### config.mk
export PLATFORM = sky130hd
export DESIGN_NAME = wb_intercon
export DESIGN_NICKNAME = d
export VERILOG_FILES = /design/src/rtl/wb_intercon_pkg.sv /design/src/rtl/wb_rr_arbiter.sv /design/src/rtl/wb_intercon.sv
export SDC_FILE = /design/constraint.sdc
export NUM_CORES = 1
export LEC_CHECK = 0
export CORE_AREA = 3 3 206 208
export DETAILED_ROUTE_END_ITERATION = 10
export DIE_AREA = 0 0 209 211
export PLACE_DENSITY_LB_ADDON = 0.15
export SKIP_CTS_REPAIR_TIMING = 1
export SYNTH_ARGS = -nofsm -noshare
export SYNTH_HDL_FRONTEND = slang
export SYNTH_SLANG_ARGS = --single-unit
### constraint.sdc
create_clock -name wb_clk_i -period 2.1 [get_ports wb_clk_i]
set_input_delay 0.21 -clock wb_clk_i [delete_from_list [all_inputs] [get_ports wb_clk_i]]
set_output_delay 0.21 -clock wb_clk_i [all_outputs]
set_load 0.01 [all_outputs]
### src/rtl/wb_intercon_pkg.sv
// Shared definitions for the Wishbone shared-bus interconnect: FSM state
// encoding, the routed master payload and the default address-map constants.
package wb_intercon_pkg;

  localparam int unsigned ADR_W = 32;
  localparam int unsigned DAT_W = 32;
  localparam int unsigned SEL_W = 4;

  typedef enum logic [1:0] {
    ST_IDLE = 2'd0,
    ST_BUSY = 2'd1,
    ST_ERR  = 2'd2
  } state_e;

  // Payload of the granted master as forwarded to the slave side
  typedef struct packed {
    logic [ADR_W-1:0] adr;
    logic [DAT_W-1:0] dat;
    logic [SEL_W-1:0] sel;
    logic             we;
  } wb_req_t;

  // Default memory map: BRAM is an 8 KiB window, the rest decode the top nibble
  localparam logic [31:0] NIBBLE_MASK = 32'hf000_0000;
  localparam logic [31:0] BRAM_BASE   = 32'h0000_0000;
  localparam logic [31:0] BRAM_MASK   = 32'hffff_e000;
  localparam logic [31:0] VRAM_BASE   = 32'h2000_0000;
  localparam logic [31:0] MEM_BASE    = 32'h4000_0000;
  localparam logic [31:0] USB_BASE    = 32'hc000_0000;
  localparam logic [31:0] DEBUG_BASE  = 32'he000_0000;
  localparam logic [31:0] UART_BASE   = 32'hf000_0000;

endpackage

### src/rtl/wb_rr_arbiter.sv
// Round-robin request picker.
// Ports: req (one bit per master), last_grant (index granted previously),
//        grant_c (first requester after last_grant, wrapping), valid_c (any req).
module wb_rr_arbiter #(
  parameter int unsigned NM    = 2,
  parameter int unsigned IDX_W = 1
) (
  input  logic [NM-1:0]    req,
  input  logic [IDX_W-1:0] last_grant,
  output logic [IDX_W-1:0] grant_c,
  output logic             valid_c
);

  // Scan candidates last_grant+1, last_grant+2, ... last_grant+NM (mod NM)
  always_comb begin
    grant_c = '0;
    valid_c = 1'b0;
    for (int unsigned off = 1; off <= NM; off++) begin
      for (int unsigned i = 0; i < NM; i++) begin
        if (!valid_c && req[i] && (((32'(last_grant) + off) % NM) == i)) begin
          valid_c = 1'b1;
          grant_c = IDX_W'(i);
        end
      end
    end
  end

endmodule

### src/rtl/wb_intercon.sv
// Wishbone classic shared-bus interconnect: NM masters, NS slaves, one granted
// master at a time, round-robin arbitration, address decode with lowest-index
// priority, decode-miss and no-ack timeout errors.
// Ports: wb_clk_i/wb_rstn_i clock and async active-low reset;
//        m_* per-master request inputs, shared read data, per-master ack/err;
//        s_* shared slave request (offset address), per-slave cyc/stb, slave
//        read data and ack inputs.
module wb_intercon
  import wb_intercon_pkg::*;
#(
  parameter int unsigned      NM      = 2,
  parameter int unsigned      NS      = 8,
  parameter logic [NS*32-1:0] S_BASE  = '0,
  parameter logic [NS*32-1:0] S_MASK  = {NS{NIBBLE_MASK}},
  parameter int unsigned      TIMEOUT = 255
) (
  input  logic             wb_clk_i,
  input  logic             wb_rstn_i,
  input  logic [NM*32-1:0] m_adr_i,
  input  logic [NM*32-1:0] m_dat_i,
  input  logic [NM*4-1:0]  m_sel_i,
  input  logic [NM-1:0]    m_we_i,
  input  logic [NM-1:0]    m_stb_i,
  input  logic [NM-1:0]    m_cyc_i,
  output logic [31:0]      m_dat_o,
  output logic [NM-1:0]    m_ack_o,
  output logic [NM-1:0]    m_err_o,
  output logic [31:0]      s_adr_o,
  output logic [31:0]      s_dat_o,
  output logic [3:0]       s_sel_o,
  output logic             s_we_o,
  output logic [NS-1:0]    s_stb_o,
  output logic [NS-1:0]    s_cyc_o,
  input  logic [NS*32-1:0] s_dat_i,
  input  logic [NS-1:0]    s_ack_i
);

  localparam int unsigned MW = (NM > 1) ? $clog2(NM) : 1;
  localparam int unsigned CW = (TIMEOUT > 0) ? $clog2(TIMEOUT + 1) : 1;

  state_e         state_q, state_d;
  logic [MW-1:0]  grant_q, grant_d;
  logic [MW-1:0]  last_q, last_d;
  logic [CW-1:0]  cnt_q, cnt_d;
  logic [MW-1:0]  arb_idx;
  logic           arb_vld;
  wb_req_t        req;
  logic           g_cyc, g_stb;
  logic [NS-1:0]  sel_oh;
  logic           sel_vld;
  logic           ack_c;
  logic           to_hit;
  logic           busy;

  wb_rr_arbiter #(
    .NM    (NM),
    .IDX_W (MW)
  ) u_arb (
    .req        (m_cyc_i),
    .last_grant (last_q),
    .grant_c    (arb_idx),
    .valid_c    (arb_vld)
  );

  // Granted master request mux
  always_comb begin
    req   = '0;
    g_cyc = 1'b0;
    g_stb = 1'b0;
    for (int unsigned i = 0; i < NM; i++) begin
      if (MW'(i) == grant_q) begin
        req.adr = m_adr_i[i*32 +: 32];
        req.dat = m_dat_i[i*32 +: 32];
        req.sel = m_sel_i[i*4 +: 4];
        req.we  = m_we_i[i];
        g_cyc   = m_cyc_i[i];
        g_stb   = m_stb_i[i];
      end
    end
  end

  // Address decode; lowest matching slave wins so the select stays one-hot
  always_comb begin
    sel_oh  = '0;
    sel_vld = 1'b0;
    for (int unsigned k = 0; k < NS; k++) begin
      if (!sel_vld && ((req.adr & S_MASK[k*32 +: 32]) == S_BASE[k*32 +: 32])) begin
        sel_vld   = 1'b1;
        sel_oh[k] = 1'b1;
      end
    end
  end

  assign busy   = (state_q == ST_BUSY);
  assign to_hit = (TIMEOUT != 0) && (cnt_q == CW'(TIMEOUT));

  // Slave-side routing and response return; everything is quiet outside BUSY
  always_comb begin
    s_cyc_o = '0;
    s_stb_o = '0;
    s_adr_o = '0;
    s_dat_o = '0;
    s_sel_o = '0;
    s_we_o  = 1'b0;
    m_dat_o = '0;
    ack_c   = 1'b0;
    if (busy) begin
      s_dat_o = req.dat;
      s_sel_o = req.sel;
      s_we_o  = req.we;
      for (int unsigned k = 0; k < NS; k++) begin
        if (sel_oh[k]) begin
          s_cyc_o[k] = g_cyc;
          s_stb_o[k] = g_stb;
          s_adr_o    = req.adr & ~S_MASK[k*32 +: 32];
          m_dat_o    = s_dat_i[k*32 +: 32];
          ack_c      = s_ack_i[k];
        end
      end
    end
  end

  // Only the granted master ever sees ack or err
  always_comb begin
    m_ack_o = '0;
    m_err_o = '0;
    for (int unsigned i = 0; i < NM; i++) begin
      if (MW'(i) == grant_q) begin
        m_ack_o[i] = busy && ack_c;
        m_err_o[i] = (state_q == ST_ERR);
      end
    end
  end

  // Next-state logic; the counter clears unless a strobe waits in BUSY
  always_comb begin
    state_d = state_q;
    grant_d = grant_q;
    last_d  = last_q;
    cnt_d   = '0;
    unique case (state_q)
      ST_IDLE: begin
        if (arb_vld) begin
          grant_d = arb_idx;
          last_d  = arb_idx;
          state_d = ST_BUSY;
        end
      end
      ST_BUSY: begin
        if (!g_cyc) begin
          state_d = ST_IDLE;
        end else if (g_stb && !sel_vld) begin
          state_d = ST_ERR;
        end else if (g_stb && !ack_c && to_hit) begin
          state_d = ST_ERR;
        end else if (g_stb && !ack_c && (TIMEOUT != 0)) begin
          cnt_d = cnt_q + CW'(1);
        end
      end
      ST_ERR: begin
        state_d = ST_BUSY;
      end
      default: begin
        state_d = ST_IDLE;
      end
    endcase
  end

  always_ff @(posedge wb_clk_i or negedge wb_rstn_i) begin
    if (!wb_rstn_i) begin
      state_q <= ST_IDLE;
      grant_q <= '0;
      last_q  <= MW'(NM - 1);
      cnt_q   <= '0;
    end else begin
      state_q <= state_d;
      grant_q <= grant_d;
      last_q  <= last_d;
      cnt_q   <= cnt_d;
    end
  end

endmodule

==> impl_metrics.env, run 1 <==
export IMPL_cts_tree="yes"
export IMPL_switching_share=0.452
export IMPL_ys_warnings_count=0
export IMPL_ys_types=36
export IMPL_rsz0062_at_grt="true"
export IMPL_synthCells=276
export IMPL_synth_seq_cells=12
export IMPL_finalHoldViolCount=0
export IMPL_cts_inserted_buffers=3
export IMPL_grt_antenna_before_repair=0
export IMPL_rows=74
export IMPL_start_util=0.0516
export IMPL_vias_per_cell=2.74
export IMPL_layout_nets=986
export IMPL_n_antenna_cell=0
export IMPL_seqPwrFrac=0.082
export IMPL_post_route_period_util=0.957
export IMPL_hp_class="input port to asynchronous set/reset pin"
export IMPL_relSlewSlack=0.589
export IMPL_fill_cells=4679
export IMPL_cap_violations=0
export IMPL_fmax_ghz=0.498
export IMPL_status="completed"
export IMPL_cts_root_buf="clkbuf_16"
export IMPL_vias=3036
export IMPL_p_int_w=0.00230
export IMPL_die_y_um=211
export IMPL_worst_slew_pin_slew_ns=0.614
export IMPL_p_leak_nw=3.53
export IMPL_grt_max_degree=35
export IMPL_startpoint_type="input port"
export IMPL_clock_sinks=12
export IMPL_p_sw_w=0.00189
export IMPL_reg2reg_slack_ns=0.22
export IMPL_drt_iter0_markers=90
export IMPL_setup_violations=0
export IMPL_rr_startpoint="grant_q"
export IMPL_p_per_area_nw_per_um2=700
export IMPL_period_minus_slack_ns=2.01
export IMPL_avgRoutedWirePerCell_um=16.0
export IMPL_grt_total_usage=0.0703
export IMPL_power_w=0.00419
export IMPL_critPathCaptureType="output port"
export IMPL_comb_power_share=0.824
export IMPL_clk_path_buf_depth=2
export IMPL_irDropWorstVdd_v=0.000200
export IMPL_dr_pass1_iters=4
export IMPL_drc=0
export IMPL_worstPathMaxFanout=7
export IMPL_reg2reg_depth=6
export IMPL_netlist_area_um2=2100
export IMPL_crit_type="input port to output port"
export IMPL_coreArea_um2=40700
export IMPL_htreeDepth=1
export IMPL_avgSynthCellArea_um2=7.62
export IMPL_antenna_left=0
export IMPL_reg2reg_to="cnt_q[3]"
export IMPL_hpwlAfterDp_mm=14.8
export IMPL_layout_drive_gt1_share=0.203
export IMPL_die_x_um=209
export IMPL_worstPathArrival_ns=1.80
export IMPL_place_gp_congestion=0.675
export IMPL_area_delta_synth_final_pct=185
export IMPL_cp_startpoint="m_adr_i[30]"
export IMPL_clkTransAtPathRegs_ns=0.05
export IMPL_io_buffers=279
export IMPL_ios=529
export IMPL_overflow=0
export IMPL_setup_tns_ns=0
export IMPL_power_share_clock=0.094
export IMPL_fin_worst_skew_ns=0.00103
export IMPL_die_area_um2=44100
export IMPL_routed_wl_mm=17.8
export IMPL_grt_pass1_vias=3265
export IMPL_clkLatencyLatePin_ns=0.24
export IMPL_grt_pass1_wl_mm=23.0
export IMPL_slew_viol_final=0
export IMPL_cp_data_required_time_ns=1.89
export IMPL_ys_seq_area_frac=0.143
through the flow:
step                 util  area (um2)  hold slack, ns  instances  setup slack [ns]
floorplan               -        2170         -0.0856        293             0.624
global placement    0.139        5660           0.485       1097            -0.389
detailed placement  0.139        5660           0.484       1097            -0.407
CTS                 0.141        5750           0.396       1101            -0.431
global route        0.147        5990           0.416       1108           -0.0448
finish              0.147        5990           0.358       1108            0.0906
how the worst max path moves through the flow:
stage                   to  slack [ns]
6_report       s_adr_o[11]        0.09
2_1_floorplan   s_stb_o[0]        0.62
4_1_cts         s_adr_o[0]       -0.43
3_5_place_dp    s_adr_o[0]       -0.41
5_1_grt         s_adr_o[5]       -0.04
3_3_place_gp   s_adr_o[11]       -0.39
final cells by class:
type                    count  area (um2)  area share
flip-flops and latches     12         305      0.0510
inverters                   2        7.51     0.00125
well taps                 532         666       0.111
repair buffers            318        3240       0.541
clock buffers               4        88.8      0.0148
multi-input cells         240        1680       0.281
cells in the final DEF (no fill, tap or decap), drive strengths merged, types with 3 or more instances in the layout:
master,instances
clkbuf,16
dfrtp,11
buf,64
nor4,3
and2,3
clkdlybuf4s50,176
nand2,8
mux2i,67
nand3,4
nor2,80
a21oi,3
and3,33
xor2,3
conb,18
dlymetal6s2s,66
flip-flops by register name, summed over array words and instances, names as in the netlist:
name     cells
last_q       1
grant_q      1
state_q      2
cnt_q        8
power groups by stage:
stage | registers, W | logic [W] | clock network, W
final | 0.000343 | 0.00346 | 0.000395
after floorplan | 0.000298 | 0.00151 | 0
after global placement | 0.000336 | 0.00347 | 0
after global routing | 0.000356 | 0.00377 | 0.000415
after detailed placement | 0.000336 | 0.00344 | 0
after CTS | 0.000332 | 0.00345 | 0.000402
synth_stat cells:
cell	instances	area [um2]
a211o_1	1	8.76
a21o_1	1	7.51
a21oi_1	3	15.0
and2_1	3	18.8
and2b_1	1	7.51
and3_1	33	206
and3b_1	1	8.76
and4_1	1	8.76
buf_12	1	20.0
buf_2	12	60.1
buf_4	18	135
buf_6	1	11.3
clkbuf_1	7	26.3
conb_1	1	3.75
dfrtp_1	11	275
dfstp_2	1	26.3
ha_1	1	12.5
inv_1	2	7.51
mux2_4	1	15.0
mux2i_1	67	671
nand2_1	7	26.3
nand2_2	1	6.26
nand2b_1	1	6.26
nand3_1	4	20.0
nand4_1	2	12.5
nor2_1	70	263
nor2_2	1	6.26
nor2_4	9	101
nor3_1	1	5.00
nor3_2	1	10.0
nor3b_1	2	15.0
nor4_1	1	6.26
nor4_2	2	25.0
o21ai_0	2	10.0
xnor2_1	2	17.5
xor2_1	3	26.3
metal layers:
metal | share of wire | vias to the layer above | wire (um) | track usage
met3 | 0.066 | 2 | 1170 | 0.0177
met5 | 0 | - | 0 | 0
met4 | 0.0019 | 0 | 33 | 0.00485
met1 | 0.42 | 1377 | 7380 | 0.0840
li1 | - | 1510 | - | -
met2 | 0.52 | 147 | 9190 | 0.132
cells by family after synthesis:
group,count (synthesis),synth area share
and+or+nand+nor,141,0.358
muxes,68,0.326
buffers and inverters,41,0.124
DFF,12,0.143
AOI/OAI and AO/OA,7,0.0196
xor gates and xnor gates,5,0.0208
adders and majority gates,1,0.00595
other,1,0.00178
critical path, stage by stage:
cell and delay, ns:
clkdlybuf4s50_1 0.41, nor4_2 0.22, buf_4 0.16, mux2_4 0.17
buf_6 0.11, nand2_8 0.08, clkbuf_16 0.19, nor2_2 0.10
buf_2 0.13
Power figures use the tool's default switching activity.
==> run 2, diff against run 1 <==
--- a/config.mk
+++ b/config.mk
@@ -12,4 +12,5 @@
 export SKIP_CTS_REPAIR_TIMING = 1
 export SYNTH_ARGS = -nofsm -noshare
 export SYNTH_HDL_FRONTEND = slang
+export SYNTH_HIERARCHICAL = 1
 export SYNTH_SLANG_ARGS = --single-unit
==> run 2 against run 1 <==
Flip-flop and latch count stayed put. First-iteration DRC count is 27% higher. The run now ends with setup timing left. Worst hold slack worse by 0.0057 ns. Cell count is 0.36% lower.
==> impl_metrics.env, run 2 <==
export IMPL_status="complete, but fails checks"
export IMPL_violations="setup timing"
export IMPL_post_place_cells=1087
export IMPL_hp_class="input port to asynchronous set/reset pin"
export IMPL_worst_slack_ns=-0.0680
export IMPL_coreArea_um2=40700
export IMPL_yosys_area_top_type="mux2i_1"
export IMPL_io_buffers=279
export IMPL_synth_seq_cells=12
export IMPL_finalHoldViolCount=0
export IMPL_p_per_area_nw_per_um2=683
export IMPL_setup_tns_ns=-0.642
export IMPL_rows=74
export IMPL_synth_async_reset_ratio=1.00
export IMPL_irDropWorstVdd_v=0.000227
export IMPL_synth_edff_count=0
export IMPL_cp_startpoint="grant_q"
export IMPL_final_cells=1104
export IMPL_place_gp_congestion=0.674
export IMPL_synth_top_area_frac=0.318
export IMPL_synthSimpleGateAreaFrac=0.353
export IMPL_worst_hold_slack_ns=0.352
export IMPL_cap_violations=0
export IMPL_rsz0062_at_grt="true"
export IMPL_relSlewSlack=0.603
export IMPL_synthCells=271
export IMPL_startpoint_type="flip-flop"
export IMPL_vias=3013
export IMPL_slew_viol_final=0
export IMPL_start_util=0.0518
export IMPL_routed_wl_mm=17.4
export IMPL_synth_common_cells="nor2_1, mux2i_1, and3_1"
export IMPL_rr_startpoint="grant_q"
export IMPL_avgRoutedWirePerCell_um=15.7
export IMPL_grt_pass1_wl_mm=22.5
export IMPL_post_route_period_util=1.03
export IMPL_worstPathArrival_ns=1.96
export IMPL_netlist_area_um2=2110
export IMPL_htreeDepth=1
export IMPL_dp_worst_setup_slack_ns=-0.404
export IMPL_synth_xor_area_frac=0.0207
export IMPL_regMostFlops="cnt_q"
export IMPL_worst_slew_pin_slew_ns=0.594
export IMPL_ys_types=37
export IMPL_clkLatencyLatePin_ns=0.24
export IMPL_crit_path_max_incr_delay_ns=0.53
export IMPL_crit_type="flip-flop to output port"
export IMPL_p_leak_nw=3.50
export IMPL_grt_max_degree=35
export IMPL_synthAdderAreaFrac=0.00593
export IMPL_cts_inserted_buffers=3
export IMPL_largest_reg_flops=8
export IMPL_avgSynthCellArea_um2=7.79
export IMPL_period_minus_slack_ns=2.17
export IMPL_antenna_left=0
export IMPL_overflow=0
export IMPL_ys_top_cells_by_area="mux2i_1, dfrtp_1, nor2_1"
export IMPL_reg2reg_depth=6
export IMPL_layout_drive_gt1_share=0.185
export IMPL_worstPathMaxFanout=6
export IMPL_synth_compound_area_share=0.0160
export IMPL_hpwlAfterDp_mm=14.6
export IMPL_setup_violations=10
export IMPL_ys_seq_area_frac=0.143
export IMPL_grt_antenna_before_repair=1
export IMPL_final_common_cell="clkdlybuf4s50_1"
export IMPL_clock_sinks=12
export IMPL_cp_data_required_time_ns=1.89
export IMPL_die_x_um=209
export IMPL_fmax_ghz=0.461
export IMPL_clk_path_buf_depth=2
export IMPL_synth_top_family_by_area="simple AND/OR/NAND/NOR gates"
export IMPL_dr_pass1_iters=4
export IMPL_drt_iter0_markers=114
export IMPL_reg_top3="cnt_q: 8 flops, state_q: 2 flops"
export IMPL_ys_warnings_count=6
export IMPL_clkTransAtPathRegs_ns=0.04
export IMPL_drc=0
export IMPL_cts_root_buf="clkbuf_16"
export IMPL_synth_area_mux_share=0.336
export IMPL_yosys_cell_count_top_type="nor2_1"
export IMPL_crit_path_top_delay_cell="dfrtp_4"
export IMPL_ios=529
export IMPL_area_delta_synth_final_pct=185
export IMPL_grt_total_usage=0.0695
export IMPL_grt_pass1_vias=3054
export IMPL_crit_chain="buf_12, mux2_4, buf_6, nand2_8, clkbuf_16, buf_4, nor2_1, buf_2"
export IMPL_layout_nets=979
export IMPL_die_area_um2=44100
export IMPL_vias_per_cell=2.73
export IMPL_mostFrequentLayoutCells="clkdlybuf4s50_1, dlymetal6s2s_1, mux2i_1"
export IMPL_fin_worst_skew_ns=0.00147
export IMPL_power_w=0.00412
export IMPL_critPathCaptureType="output port"
export IMPL_die_y_um=211
export IMPL_synth_flop_cell="dfrtp_1"
export IMPL_cts_tree="yes"
run 2: changes by cell type in the layout (fill, tap and decap cells not counted), sizes merged, moves of 3 or more:
cell          change
diode             +3
dlymetal6s2s      +3
clkbuf           +18
nand2             -4
buf              -23
run 2: metrics by stage:
stage               instance area (um2)  utilization
finish                             6030        0.148
global placement                   5660        0.139
CTS                                5750        0.141
floorplan                          2170            -
global route                       6020        0.148
detailed placement                 5660        0.139
run 2: kinds of logic (layout without fill, tap and decap cells):
kind of cell    count (synthesis)  in the layout
simple gates                  136            136
mux                            70             70
buf+inv                        40            321
flops                          12             12
compound gates                  6              6
xor+xnor                        5              5
fa+ha+maj                       1              1
other cells                     1             21
run 2: area by class of cell:
type	count	area [um2]
antenna	3	7.51
tap	532	666
clock buffer	4	88.8
sequential	12	305
timing repair buffer	316	3280
inverter	1	3.75
multi-input combinational	236	1670
fill	4628	34700
run 2: path summary, 6_finish.rpt:
kind	to	slack [ns]
min in group wb_clk_i	cnt_q[0]	0.53
max reg2reg	cnt_q[3]	0.27
min reg2reg	cnt_q[0]	0.53
min	cnt_q[0]	0.35
max in group asynchronous	grant_q	1.31
max	s_adr_o[8]	-0.07
run 2: critical path, delay by kind of cell, from the launching register on:
family,cells,cell delay [ns]
buf+inv,5,0.73
mux,1,0.33
flops,1,0.53
simple gates,2,0.13
run 2: power breakdown:
| part | switching [W] | internal (W) |
|---|---|---|
| registers | 0.0000481 | 0.000280 |
| logic | 0.00164 | 0.00177 |
| clock network | 0.0000973 | 0.000287 |
| total | 0.00178 | 0.00233 |
run 2: metal layers:
layer  part of all wire  GRT usage  wire length (um)  vias up
met5            0.00046          0                 8        -
met4             0.0024    0.00277                42        2
met2               0.51      0.127              8920      152
met3              0.074     0.0233              1290        6
met1               0.41     0.0830              7100     1358
li1                   -          -                 -     1495
